--- config.mk ---
export PLATFORM = sky130hd
export DESIGN_NAME = load_data_seq
export DESIGN_NICKNAME = d
export VERILOG_FILES = /design/src/rtl/load_data_seq.sv
export SDC_FILE = /design/constraint.sdc
export NUM_CORES = 1
export LEC_CHECK = 0
export CORE_MARGIN = 2
export CORE_UTILIZATION = 55
export DETAILED_ROUTE_END_ITERATION = 16
export PLACE_DENSITY = 0.75
export SLEW_MARGIN = 20
export SYNTH_ARGS = -nofsm -noshare
export SYNTH_HDL_FRONTEND = slang
export SYNTH_SLANG_ARGS = --single-unit
--- constraint.sdc ---
create_clock -name master_clk -period 2.6 [get_ports master_clk]
set_clock_uncertainty 0.1 [all_clocks]
set_input_delay 0.52 -clock master_clk [delete_from_list [all_inputs] [get_ports master_clk]]
set_output_delay 0.52 -clock master_clk [all_outputs]
set_load 0.02 [all_outputs]
--- src/rtl/load_data_seq.sv ---
// Loads one byte of a fixed pattern into a 74HC595-style shift register per frame strobe:
// clear (MR), shift MSB-first (DS/SHCP), latch (STCP), then flag completion.
//
// state | meaning
// ------+--------------------------------------------------------------
// IDLE  | after reset; waiting for the first frame start
// CLEAR | MR low for one slot to clear the external shift register
// SHIFT | one slot per bit, bit 7..0; SHCP rises mid-slot
// LATCH | STCP high for the first half slot, low for the second
// DONE  | finish high; byte index already advanced; waiting for start
module load_data_seq #(
    parameter int          CLK_DIV = 10,
    parameter int          SEQ_LEN = 8,
    parameter logic [63:0] PATTERN = 64'h8040201008040201
) (
    input  logic master_clk,
    input  logic manual_reset,
    input  logic frame_clk,
    output logic DS,
    output logic SHCP,
    output logic STCP,
    output logic MR,
    output logic finish
);

    localparam int HALF  = CLK_DIV / 2;
    localparam int CNT_W = (CLK_DIV > 2) ? $clog2(CLK_DIV) : 1;
    localparam logic [CNT_W-1:0] CNT_LAST = CNT_W'(CLK_DIV - 1);
    localparam logic [CNT_W-1:0] CNT_HALF = CNT_W'(HALF);
    localparam logic [2:0]       IDX_LAST = 3'(SEQ_LEN - 1);

    typedef enum logic [2:0] {
        S_IDLE,
        S_CLEAR,
        S_SHIFT,
        S_LATCH,
        S_DONE
    } state_t;

    state_t           state_q, state_d;
    logic [CNT_W-1:0] cnt_q, cnt_d;
    logic [2:0]       bit_q, bit_d;
    logic [2:0]       idx_q, idx_d;
    logic [2:0]       frame_sync_q, frame_sync_d;
    logic             ds_q, ds_d;
    logic             shcp_q, shcp_d;
    logic             stcp_q, stcp_d;
    logic             mr_q, mr_d;
    logic             finish_q, finish_d;

    logic             start;
    logic             slot_end;
    logic [7:0]       cur_byte;

    // [0] metastability flop, [1] synchronized level, [2] previous level for edge detect
    always_comb begin
        frame_sync_d = {frame_sync_q[1:0], frame_clk};
    end

    assign start    = frame_sync_q[1] & ~frame_sync_q[2];
    assign slot_end = (cnt_q == CNT_LAST);

    always_comb begin
        state_d = state_q;
        bit_d   = bit_q;
        idx_d   = idx_q;
        cnt_d   = slot_end ? '0 : cnt_q + 1'b1;

        case (state_q)
            S_IDLE: begin
                cnt_d = '0;
                if (start) begin
                    state_d = S_CLEAR;
                end
            end
            S_CLEAR: begin
                if (slot_end) begin
                    state_d = S_SHIFT;
                    bit_d   = 3'd7;
                end
            end
            S_SHIFT: begin
                if (slot_end) begin
                    if (bit_q == 3'd0) begin
                        state_d = S_LATCH;
                    end else begin
                        bit_d = bit_q - 3'd1;
                    end
                end
            end
            S_LATCH: begin
                if (slot_end) begin
                    state_d = S_DONE;
                    idx_d   = (idx_q == IDX_LAST) ? 3'd0 : idx_q + 3'd1;
                end
            end
            S_DONE: begin
                cnt_d = '0;
                if (start) begin
                    state_d = S_CLEAR;
                end
            end
            default: begin
                state_d = S_IDLE;
                cnt_d   = '0;
            end
        endcase
    end

    // Outputs are decoded from the next-state values so that every pin is a flop
    // and changes in the same cycle as the state/counter it belongs to.
    always_comb begin
        cur_byte = 8'(PATTERN >> {idx_d, 3'b000});
        ds_d     = (state_d == S_SHIFT) & cur_byte[bit_d];
        shcp_d   = (state_d == S_SHIFT) && (cnt_d >= CNT_HALF);
        stcp_d   = (state_d == S_LATCH) && (cnt_d < CNT_HALF);
        mr_d     = (state_d != S_CLEAR);
        finish_d = (state_d == S_DONE);
    end

    // manual_reset is expected to be released synchronously to master_clk upstream.
    always_ff @(posedge master_clk or negedge manual_reset) begin
        if (!manual_reset) begin
            state_q      <= S_IDLE;
            cnt_q        <= '0;
            bit_q        <= 3'd7;
            idx_q        <= 3'd0;
            frame_sync_q <= 3'b000;
            ds_q         <= 1'b0;
            shcp_q       <= 1'b0;
            stcp_q       <= 1'b0;
            mr_q         <= 1'b1;
            finish_q     <= 1'b0;
        end else begin
            state_q      <= state_d;
            cnt_q        <= cnt_d;
            bit_q        <= bit_d;
            idx_q        <= idx_d;
            frame_sync_q <= frame_sync_d;
            ds_q         <= ds_d;
            shcp_q       <= shcp_d;
            stcp_q       <= stcp_d;
            mr_q         <= mr_d;
            finish_q     <= finish_d;
        end
    end

    assign DS     = ds_q;
    assign SHCP   = shcp_q;
    assign STCP   = stcp_q;
    assign MR     = mr_q;
    assign finish = finish_q;

endmodule

==> results of run 1 <==
## worst max-delay path by stage
stage | startpoint | end | slack [ns] | cells after the start
after floorplan | cnt_q[1] | DS | 0.65 | 8
final | cnt_q[1] | DS | 0.49 | 8
after detailed placement | cnt_q[1] | DS | 0.53 | 8
after CTS | cnt_q[1] | DS | 0.50 | 8
after global routing | cnt_q[1] | DS | 0.33 | 8
after global placement | cnt_q[1] | DS | 0.55 | 8
## where the power goes
| part | total [uW] | internal, uW | leakage (uW) | switching (uW) |
|---|---|---|---|---|
| logic | 485 | 236 | 0.000247 | 248 |
| clock network | 151 | 59.7 | 0.0000150 | 91.8 |
| registers | 553 | 427 | 0.000261 | 126 |
| total | 1190 | 723 | 0.000523 | 466 |
## cells in the final DEF (no fill, tap or decap), types with 3 or more instances in the layout
master	instances
a21oi_1	4
clkbuf_4	3
clkdlybuf4s50_1	7
dfrtp_1	17
dfstp_2	4
ha_1	6
inv_1	3
mux2_4	3
nand2_1	5
nor2_1	14
o21ai_0	4
xnor2_1	3
## synthesized netlist by cell type, drive strengths merged
library cell / count
a21bo: 1
a21boi: 1
a21oi: 6
a311oi: 2
a31o: 2
a41oi: 1
and3: 3
and4b: 1
buf: 4
dfrtp: 17
dfstp: 4
ha: 6
inv: 4
mux2: 3
nand2: 5
nand2b: 2
nand3: 1
nor2: 14
nor2b: 2
nor3: 2
nor3b: 1
nor4bb: 1
o21ai: 5
o21bai: 1
o22ai: 1
o2bb2ai: 1
or2: 1
xnor2: 4
xor2: 2
## registers in the layout, indices dropped and copies added, names as in the netlist
name	flops
DS	1
MR	1
SHCP	1
STCP	1
bit_q	3
cnt_q	4
finish	1
frame_sync_q	3
idx_q	3
state_q	3
## metrics by stage
| stage | cell area [sq um] | instances |
|---|---|---|
| after floorplan | 1110 | 98 |
| after global placement | 1190 | 129 |
| after detailed placement | 1190 | 129 |
| after CTS | 1220 | 133 |
| after global routing | 1220 | 133 |
| final | 1220 | 133 |
## kinds of logic (layout without fill, tap and decap cells)
| logic type | Yosys count | count (layout) |
|---|---|---|
| compound gates | 21 | 21 |
| xor+xnor | 6 | 6 |
| fa+ha+maj | 6 | 6 |
| buf+inv | 8 | 16 |
| flops | 21 | 21 |
| mux | 3 | 3 |
| simple gates | 33 | 33 |
## routing by layer
layer  vias to the layer above  routed length (microns)  GRT usage
li1                        354                        -          -
met1                       366                      815      0.222
met2                        20                      867      0.285
met3                         2                       71     0.0399
met4                         0                       13     0.0429
met5                         -                        0          0
## cell type report
cell class                      instances  area share
Multi-Input combinational cell         69       0.439
Sequential cell                        21       0.436
Inverter                                4      0.0123
Timing Repair Buffer                    8      0.0637
Clock buffer                            4      0.0216
Tap cell                               27      0.0277
## critical path, cell delays in order (launching register included)
cell and delay [ns]:
dfrtp_1 0.44, inv_1 0.07, ha_1 0.15, nand2_1 0.07
nor2_1 0.18, and3_1 0.33, mux2_4 0.34, xnor2_1 0.12
and4b_1 0.20
==> results.toml, run 1 <==
[power]
powerDensity_mw_per_mm2 = 977
total_power_uw = 1190
max-vdd-ir-drop_uv = 719
leakage_uw = 0.000523

[synth]
synth_area_leader_cell = "dfrtp_1"
yosys.area_share.simple = 0.166
yosysUniqueCellTypes = 36
synth-adder-area-share = 0.0679
synth_top_family_by_area = "simple AND/OR/NAND/NOR gates"
yosysSeqAreaShare = 0.480
syn-cell-area_sq_mm = 0.00111
syn_nets = 107
ys_seq_elements = 21
synth.avg_cell_area_sq_um = 11.3
synth_top_area_share = 0.385
muxShareOfSynthArea = 0.0407
netlist_instances = 98
synth_warnings = 0
synth.area.top_cells = "dfrtp_1 (38%), dfstp_2 (9.5%), ha_1 (6.8%)"
synth-compound-area-share = 0.154
synth_xor_area_frac = 0.0543

[run]
cap_violations = 0

[route]
wire_per_inst_microns = 13.3
vias = 742
first_pass_iters = 4
drcViolationCount = 0
vias_per_cell = 5.58
drt_iter0_drc = 22
totalWireLength_microns = 1770
antenna_left = 0

[clock_network]
root_buffer = "clkbuf_4"
cts_hold_buffers = 0
clk_latency_ns = 0.29
clock-sinks = 21
cts_tree = "done"
htree_levels = 1
cts.path.max_buffers = 2
clk_pin_slew_ns = 0.11
numCtsBuffers = 3
cts_resized = 0
cts_setup_buffers = 0

[global_route]
overflow = 0
grt_pass1_vias = 694
grt_max_degree = 22
grt_antenna_before_repair = 0
track_usage = 0.170
grt_first_pass_wirelength_microns = 3070

[worst_setup_path]
path_max_fanout = 5
cp-end-kind = "flop"
path_class = "flop to flop"
critPathRequiredTime_ns = 2.69
r2r_start = "cnt_q[1]"
reg2regPathDepth = 8
cp-start-kind = "flop"
ff2ff_setup_slack_ns = 0.49
r2r_end = "DS"
crit_arrival_ns = 2.20

[worst_hold_path]
hp-class = "flop to flop"
whs_endpoint = "frame_sync_q[1]"
hold_path_depth = 0
hp-start = "frame_sync_q[0]"

[timing]
tightest_slew_ns = 0.606
fmax_mhz = 474
finalCritPeriodShare = 0.812
tns_ns = 0
fin_hold_ws_ns = 0.268
setup_viol = 0
slew_headroom = 0.592
setup_ws_ns = 0.490
drv_slew = 0
rsz0062_at_grt = "no"
hold_violations = 0
min_period_ns = 2.11

[cells_and_area]
multiInputGateArea_sq_um = 534
fillers = 170
antenna_cells = 0
register_area_sq_um = 531
drive_gt1_frac = 0.217
utilization = 0.633
final_nets = 116
syn2layout_area_growth_pct = 10.1

[status]
status = "finished, final reports clean"

[placement]
pre_cts_slack_ns = 0.526
dp_hpwl_microns = 1300
port_buffers = 7
gp_congestion = 0.748

[floorplanning]
dieWidth_microns = 48.8
ios = 8
start_util = 0.576
core_sq_mm = 0.00192
rows = 16
design.die.area_sq_mm = 0.00239
die_y_microns = 48.8
No activity file was read; power rests on OpenSTA's default activity.
==> inputs of run 2 (changes only) <==
==> constraint.sdc (replaced) <==
create_clock -name master_clk -period 2 [get_ports master_clk]
set_clock_uncertainty 0.1 [all_clocks]
set_input_delay 0.4 -clock master_clk [delete_from_list [all_inputs] [get_ports master_clk]]
set_output_delay 0.4 -clock master_clk [all_outputs]
set_load 0.02 [all_outputs]
==> run 2 against run 1 <==
Utilization rose by 7.5 points. Wire length is 7.0% higher. Global-route usage up 0.99 points. Total power grew 49%. Sequential share of layout area is 4.5 points lower. Cell count rose by 8.3%. Non-clock buffer count grew 11. First-iteration DRC count fell by 4.5%. Clock power rose by 32%. Via count is 3.6% higher. Critical path depth fell by 7. Combinational power up 88%. Critical endpoint is now MR. Largest cell class unchanged. Largest power group is now combinational logic.
==> results.toml, run 2 (same netlist as run 1, synthesis figures left out) <==
[status]
status = "finished, final reports clean"

[route]
antenna_left = 0
vias_per_cell = 5.34
totalWireLength_microns = 1890
drcViolationCount = 0
drt_iter0_drc = 21
first_pass_iters = 4
wire_per_inst_microns = 13.1
vias = 769

[timing]
finalCritPeriodShare = 0.967
fmax_mhz = 517
drv_slew = 0
min_period_ns = 1.93
slew_headroom = 0.767
setup_viol = 0
tns_ns = 0
tightest_slew_ns = 0.346
hold_violations = 0
setup_ws_ns = 0.0653

[placement]
dp_cells = 136
pre_cts_slack_ns = -0.0462
gp_congestion = 0.793
dp_hpwl_microns = 1380
port_buffers = 7

[clock_network]
numCtsBuffers = 3
cts_tree = "done"
root_buffer = "clkbuf_4"
clk_pin_slew_ns = 0.11
cts.path.max_buffers = 2
htree_levels = 1
clk_latency_ns = 0.31
clock-sinks = 21

[worst_setup_path]
cp-end-kind = "output port"
crit_start = "MR"
cp.depth = 1
path_max_fanout = 1
critPathSlowestCell = "clkdlybuf4s50_1"
path_class = "flop to output port"
crit_buf_inv = 1
critPathRequiredTime_ns = 1.50
crit_arrival_ns = 1.43
slowest_delay_ns = 0.59
crit_chain = "clkdlybuf4s50_1"
r2r_start = "bit_q[1]"
cp-start-kind = "flop"
reg2regPathDepth = 8
critPathTopFamily = "buffers and inverters"

[floorplanning]
ios = 8
core_sq_mm = 0.00192
design.die.area_sq_mm = 0.00239
start_util = 0.576
dieWidth_microns = 48.8
die_y_microns = 48.8
rows = 16

[cells_and_area]
fin_cells = 144
syn2layout_area_growth_pct = 23.1
antenna_cells = 0
drive_gt1_frac = 0.368
register_area_sq_um = 532
final_nets = 127
largest_reg_flops = 4
final_cell_mix = "dfrtp_1 (16), nor2_1 (13), buf_4 (11)"
largest-register = "cnt_q"
utilization = 0.708
layout_commonest_cell = "dfrtp_1"
multiInputGateArea_sq_um = 591
fillers = 149

[global_route]
overflow = 0
grt_max_degree = 22
track_usage = 0.179
grt_first_pass_wirelength_microns = 3280
grt_pass1_vias = 777
grt_antenna_before_repair = 0

[worst_hold_path]
hp-start = "frame_sync_q[0]"
hold_path_depth = 0
hp-class = "flop to flop"

[power]
max-vdd-ir-drop_uv = 932
powerDensity_mw_per_mm2 = 1300
leakage_uw = 0.000588
total_power_uw = 1770

[run]
cap_violations = 0
-- run 2: changes by cell type in the layout (fill, tap and decap cells not counted), sizes merged --
cell / before / now
buf: 1 / 12
-- run 2: area by class of cell --
cell class | count | share of cell area
Clock buffer | 4 | 0.0193
Timing Repair Buffer | 19 | 0.120
Sequential cell | 21 | 0.391
Inverter | 4 | 0.0110
Tap cell | 27 | 0.0248
Multi-Input combinational cell | 69 | 0.434
-- run 2: stage by stage --
stage	hold slack (ns)	area (sq um)
after floorplan	0.00441	1110
after global placement	0.244	1240
after detailed placement	0.240	1240
after CTS	0.273	1280
after global routing	0.284	1360
final	0.270	1360
-- run 2: worst paths after layout --
path                                    to  slack [ns]
setup / recovery                        MR        0.07
hold / removal             frame_sync_q[1]        0.27
setup reg to reg                        DS        0.08
hold reg to reg            frame_sync_q[1]        0.27
max in group asynchronous         bit_q[0]        1.21
min in group asynchronous           finish        0.32
-- run 2: timing repair --
action,4_1_cts,5_1_grt
pin swaps,1,7
hold buffers,0,0
endpoints found under the setup margin,1,2
gates resized for setup,3,11
setup buffers,1,3
-- run 2: metal layers --
layer,wire length (microns),vias up,track usage
met5,0,-,0
met3,62,5,0.0276
li1,-,379,-
met1,858,369,0.230
met2,929,16,0.304
met4,40,0,0.0762
-- run 2: where the power goes --
part | switching [uW] | internal, uW | total (uW) | leakage (uW)
Combinational | 448 | 465 | 914 | 0.000313
Sequential | 106 | 556 | 662 | 0.000259
Clock | 122 | 78.0 | 200 | 0.0000150
==> inputs of run 3 (changes only) <==
--- a/config.mk
+++ b/config.mk
@@ -5,9 +5,11 @@
 export SDC_FILE = /design/constraint.sdc
 export NUM_CORES = 1
 export LEC_CHECK = 0
+export CAP_MARGIN = 20
 export CORE_MARGIN = 2
 export CORE_UTILIZATION = 55
 export DETAILED_ROUTE_END_ITERATION = 16
+export GPL_ROUTABILITY_DRIVEN = 0
 export PLACE_DENSITY = 0.75
 export SLEW_MARGIN = 20
 export SYNTH_ARGS = -nofsm -noshare
==> results of run 3 <==
The final DEF is identical to that of run 2; final timing and power are the same.
